## src/rtl/qcl_add_sub_arbiter.sv

```systemverilog
// Round-robin arbiter sharing one unsigned add/sub datapath among els_p requesters,
// with a fixed latency_p-deep result pipeline tagged by requester id.
module qcl_add_sub_arbiter #(
  parameter int unsigned width_p   = 8,
  parameter int unsigned els_p     = 4,
  parameter int unsigned latency_p = 1,
  localparam int unsigned id_width_lp = (els_p > 1) ? $clog2(els_p) : 1
) (
  input  logic                       clk_i,
  input  logic                       reset_i,
  input  logic                       en_i,
  input  logic [els_p-1:0]           v_i,
  input  logic [els_p-1:0]           sub_i,
  input  logic [els_p*width_p-1:0]   a_i,
  input  logic [els_p*width_p-1:0]   b_i,
  output logic [els_p-1:0]           ready_o,
  output logic                       v_o,
  output logic [id_width_lp-1:0]     id_o,
  output logic [width_p-1:0]         s_o,
  output logic                       c_o,
  output logic                       busy_o
);

  if (latency_p > 2 || els_p < 2 || els_p > 16 || width_p < 1 || width_p > 48) begin : g_bad_params
    $fatal(1, "qcl_add_sub_arbiter: unsupported parameter combination");
  end

  localparam int unsigned idx_w_lp = id_width_lp + 1;
  localparam logic [id_width_lp-1:0] last_id_lp = id_width_lp'(els_p - 1);

  typedef struct packed {
    logic                   v;
    logic [id_width_lp-1:0] id;
    logic                   c;
    logic [width_p-1:0]     s;
  } result_t;

  logic [id_width_lp-1:0] ptr_q;
  logic [id_width_lp-1:0] win;
  logic [id_width_lp-1:0] cand;
  logic [idx_w_lp-1:0]    idx_w;
  logic                   found;
  logic                   grant;
  logic [width_p-1:0]     a_arr [els_p];
  logic [width_p-1:0]     b_arr [els_p];
  logic [width_p:0]       res;
  result_t                issue;
  result_t                out;
  result_t                hold_q;

  for (genvar g = 0; g < els_p; g++) begin : g_unpack
    assign a_arr[g] = a_i[g*width_p +: width_p];
    assign b_arr[g] = b_i[g*width_p +: width_p];
  end

  // Scan ptr, ptr+1, ... (mod els_p) and take the first requester found.
  always_comb begin
    found = 1'b0;
    win   = '0;
    idx_w = '0;
    cand  = '0;
    for (int unsigned k = 0; k < els_p; k++) begin
      idx_w = {1'b0, ptr_q} + idx_w_lp'(k);
      if (idx_w >= idx_w_lp'(els_p)) idx_w = idx_w - idx_w_lp'(els_p);
      cand = idx_w[id_width_lp-1:0];
      if (!found && v_i[cand]) begin
        found = 1'b1;
        win   = cand;
      end
    end
  end

  assign grant   = found & en_i & ~reset_i;
  assign ready_o = grant ? (els_p'(1) << win) : '0;

  always_ff @(posedge clk_i) begin
    if (reset_i) begin
      ptr_q <= '0;
    end else if (grant) begin
      ptr_q <= (win == last_id_lp) ? '0 : win + id_width_lp'(1);
    end
  end

  always_comb begin
    if (sub_i[win]) res = {1'b0, a_arr[win]} - {1'b0, b_arr[win]};
    else            res = {1'b0, a_arr[win]} + {1'b0, b_arr[win]};
    issue    = '0;
    issue.v  = grant;
    issue.id = win;
    issue.c  = res[width_p];
    issue.s  = res[width_p-1:0];
  end

  if (latency_p == 0) begin : g_comb
    assign out    = issue;
    assign busy_o = 1'b0;
  end else begin : g_pipe
    result_t stage_q [latency_p];
    logic    busy;

    always_ff @(posedge clk_i) begin
      if (reset_i) begin
        for (int unsigned i = 0; i < latency_p; i++) stage_q[i] <= '0;
      end else begin
        stage_q[0] <= issue;
        for (int unsigned i = 1; i < latency_p; i++) stage_q[i] <= stage_q[i-1];
      end
    end

    always_comb begin
      busy = 1'b0;
      for (int unsigned i = 0; i < latency_p; i++) busy = busy | stage_q[i].v;
    end

    assign busy_o = busy;
    assign out    = stage_q[latency_p-1];
  end

  // Result fields stay on the last delivered op while no result is valid.
  always_ff @(posedge clk_i) begin
    if (reset_i) begin
      hold_q <= '0;
    end else if (out.v) begin
      hold_q <= out;
    end
  end

  assign v_o  = out.v;
  assign id_o = out.v ? out.id : hold_q.id;
  assign s_o  = out.v ? out.s  : hold_q.s;
  assign c_o  = out.v ? out.c  : hold_q.c;

endmodule

```

## config.mk

```make
export PLATFORM = sky130hd
export DESIGN_NAME = qcl_add_sub_arbiter
export DESIGN_NICKNAME = d
export VERILOG_FILES = /design/src/rtl/qcl_add_sub_arbiter.sv
export SDC_FILE = /design/constraint.sdc
export NUM_CORES = 1
export LEC_CHECK = 0
export CORE_MARGIN = 1
export CORE_UTILIZATION = 30
export DETAILED_ROUTE_END_ITERATION = 16
export PLACE_DENSITY = 0.72
export SLEW_MARGIN = 10
export SYNTH_ARGS = -nofsm -noshare
export SYNTH_HDL_FRONTEND = slang
export SYNTH_SLANG_ARGS = --single-unit
```

## constraint.sdc

```tcl
create_clock -name clk_i -period 4.9 [get_ports clk_i]
set_clock_uncertainty 0.2 [all_clocks]
set_input_delay 0.735 -clock clk_i [delete_from_list [all_inputs] [get_ports clk_i]]
set_output_delay 0.735 -clock clk_i [all_outputs]
set_load 0.005 [all_outputs]
```

==> impl_metrics.ini <==
[finish]
fill_cells = 667
final_area_um2 = 3190
fin_cells = 457
nNetsFinal = 467
area_growth_pct = 52.3
antenna_cells = 0
layout-drive-gt1-share_pct = 10.6

[floorplanning]
die_x_um = 85.6
core_um2 = 6760
dieArea_um2 = 7320
start_util_pct = 31.0
rows = 30
chipHeight_um = 85.6
io_pins = 92

[clocking]
cts_made_buffers = 3
cts-hold-fix-buffers = 0
cts_root_buffer = clkbuf_8
cts_setup_buffers = 0
h-tree-depth = 1
cts_resized = 0
cts_buffer_depth = 2
clkSinkCount = 25
clk_pin_slew_worst_paths_ns = 0.09
cts_tree = yes
clk_latency_ns = 0.26

[critical_path]
crit_fanout = 6
crit_type = in2reg
critPathArrivalTime_ns = 4.61
critPathCaptureType = flip-flop
critPathRequiredTime_ns = 4.91
reg2reg_depth = 17
startpoint_type = input pin

[synth]
ys_warn_count = 0
yosysTopAreaCellShare_pct = 23.9
syn_area_per_cell_um2 = 7.43
synthDistinctLibCells = 47
yosysSeqAreaShare_pct = 23.9
synth_most_common_cell = nand2_1
async_reset_ff_share_pct = 0
synthFlopType = dfxtp_1
netlist_instances = 282
synthTopCellsByArea = dfxtp_1 24%, ha_1 7.8%, nand2_1 7.7%
yosys.area.top_type = dfxtp_1
ys_ff_latch = 25
syn_nets = 371
synth_edf_count = 0
post_synth_instance_area_um2 = 2090
synthTopCellsByCount = 43 x nand2_1, 32 x nand3_1, 25 x dfxtp_1

[power_and_ir_drop]
p_total_uw = 986
p_per_area_nw_per_um2 = 309
ir_worst_vdd_mv = 0.0970
power.leakage_nw = 1.34

[global_route]
grt_pass1_vias = 2153
gr-usage-all-layers_pct = 16.7
grt_max_degree = 29
antenna_found_initial = 0
overflow = 0
grt_first_pass_wirelength_um = 9890

[routing]
ant_nets = 0
drtIter0Drc = 93
vias_per_cell = 4.97
vias = 2272
wl_per_cell_um = 13.2
drc = 0
drtPass1Iterations = 6
routed_wirelength_um = 6040

[hold_path]
whs_path_depth = 2
hold_class = reg2reg

[placement]
io_buffers = 91
hpwl_um = 4910
place_inst = 451
postPlaceCellArea_um2 = 3130
gp_congestion = 0.938

[flow_run]
cap_violations = 0

[sta]
fmax_ghz = 0.217
worst_pin_slew_ns = 0.592
hold_violations = 0
relSlewSlack_pct = 60.0
hold_slack_ns = 0.310
grt_setup_unrepaired = false
fin_crit_sh_pct = 93.8
setup_viol = 0
fin_crit_ns = 4.60
report.final.slew_viol_count = 0
tns_ns = 0

[outcome]
outcome = finished, final reports clean
-- metrics by stage --
stage                     worst slack [ns]  util, %
after CTS                            0.323     47.0
after global placement               0.122     46.3
after global routing                0.0115     47.2
after detailed placement            0.0677     46.3
after floorplan                      0.734        -
final                                0.302     47.2
-- worst max-delay path, cell delays in order --
cell and delay (ns):
clkdlybuf4s50_1 0.49, nand2b_1 0.20, o211ai_1 0.47, nand3_1 0.15, nand3_1 0.13, and2_1 0.15
inv_1 0.05, ha_1 0.28, mux2_2 0.30, fa_1 0.42, nor2b_1 0.16, o21ai_0 0.13
a21o_1 0.23, nand3_1 0.09, nand2_1 0.09, or4_1 0.47, nand4_1 0.08
-- state kept, by name (all words and copies together) (netlist names) --
| signal | flops |
|---|---|
| g_pipe.stage_q | 12 |
| hold_q | 11 |
| ptr_q | 2 |
-- per-layer routing --
| layer | part of all wire, % | GRT usage (%) |
|---|---|---|
| met3 | 5.8 | 2.12 |
| met4 | 0.86 | 4.39 |
| met1 | 45 | 20.3 |
| met5 | 0 | 0 |
| met2 | 49 | 31.0 |
-- final timing paths --
check | from | end | slack [ns]
worst max-delay path | v_i[1] | g_pipe.stage_q[0][8]$_SDFF_PP0_ | 0.30
worst min-delay path | ptr_q[0]$_SDFFE_PP0P_ | ptr_q[0]$_SDFFE_PP0P_ | 0.31
worst max register to register | ptr_q[1]$_SDFFE_PP0P_ | g_pipe.stage_q[0][8]$_SDFF_PP0_ | 0.96
worst min register to register | ptr_q[0]$_SDFFE_PP0P_ | ptr_q[0]$_SDFFE_PP0P_ | 0.31
-- final cells by class --
type / instances / area (µm²) / share of cell area (%)
flip-flops and latches: 25 / 500 / 15.7
inverters: 14 / 52.6 / 1.65
well taps: 80 / 100 / 3.14
repair buffers: 106 / 1020 / 32.1
clock inverters: 1 / 5.00 / 0.157
clock buffers: 3 / 41.3 / 1.29
multi-input cells: 228 / 1470 / 46.0
-- power by group --
| part | internal, mW | switching [mW] |
|---|---|---|
| combinational | 0.306 | 0.301 |
| clock | 0.0568 | 0.0625 |
| sequential | 0.246 | 0.0132 |
-- placed cells by master, fill, tap and decap left out, types with 3 or more instances in the layout --
cell,netlist,final
nor2_1,17,17
clkbuf_8,0,3
nor3_1,4,4
nand2_1,43,43
and3_1,7,7
dfxtp_1,25,25
a21oi_1,8,8
xor2_1,6,6
inv_1,12,12
mux2i_1,7,7
nor2b_1,15,15
buf_4,2,15
mux2_2,13,13
nand2b_1,3,3
and2_1,5,5
o21ai_0,18,18
clkdlybuf4s50_1,0,91
a31oi_1,7,7
ha_1,13,13
nand3_1,32,32
nand4_1,3,3
-- cells by family after synthesis --
group / synth area share, %
simple gates: 32.8
compound gates: 14.9
buf+inv: 6.03
flops: 23.9
mux: 10.3
fa+ha+maj: 8.72
xor+xnor: 3.35
No activity file was read; power rests on OpenSTA's default activity.
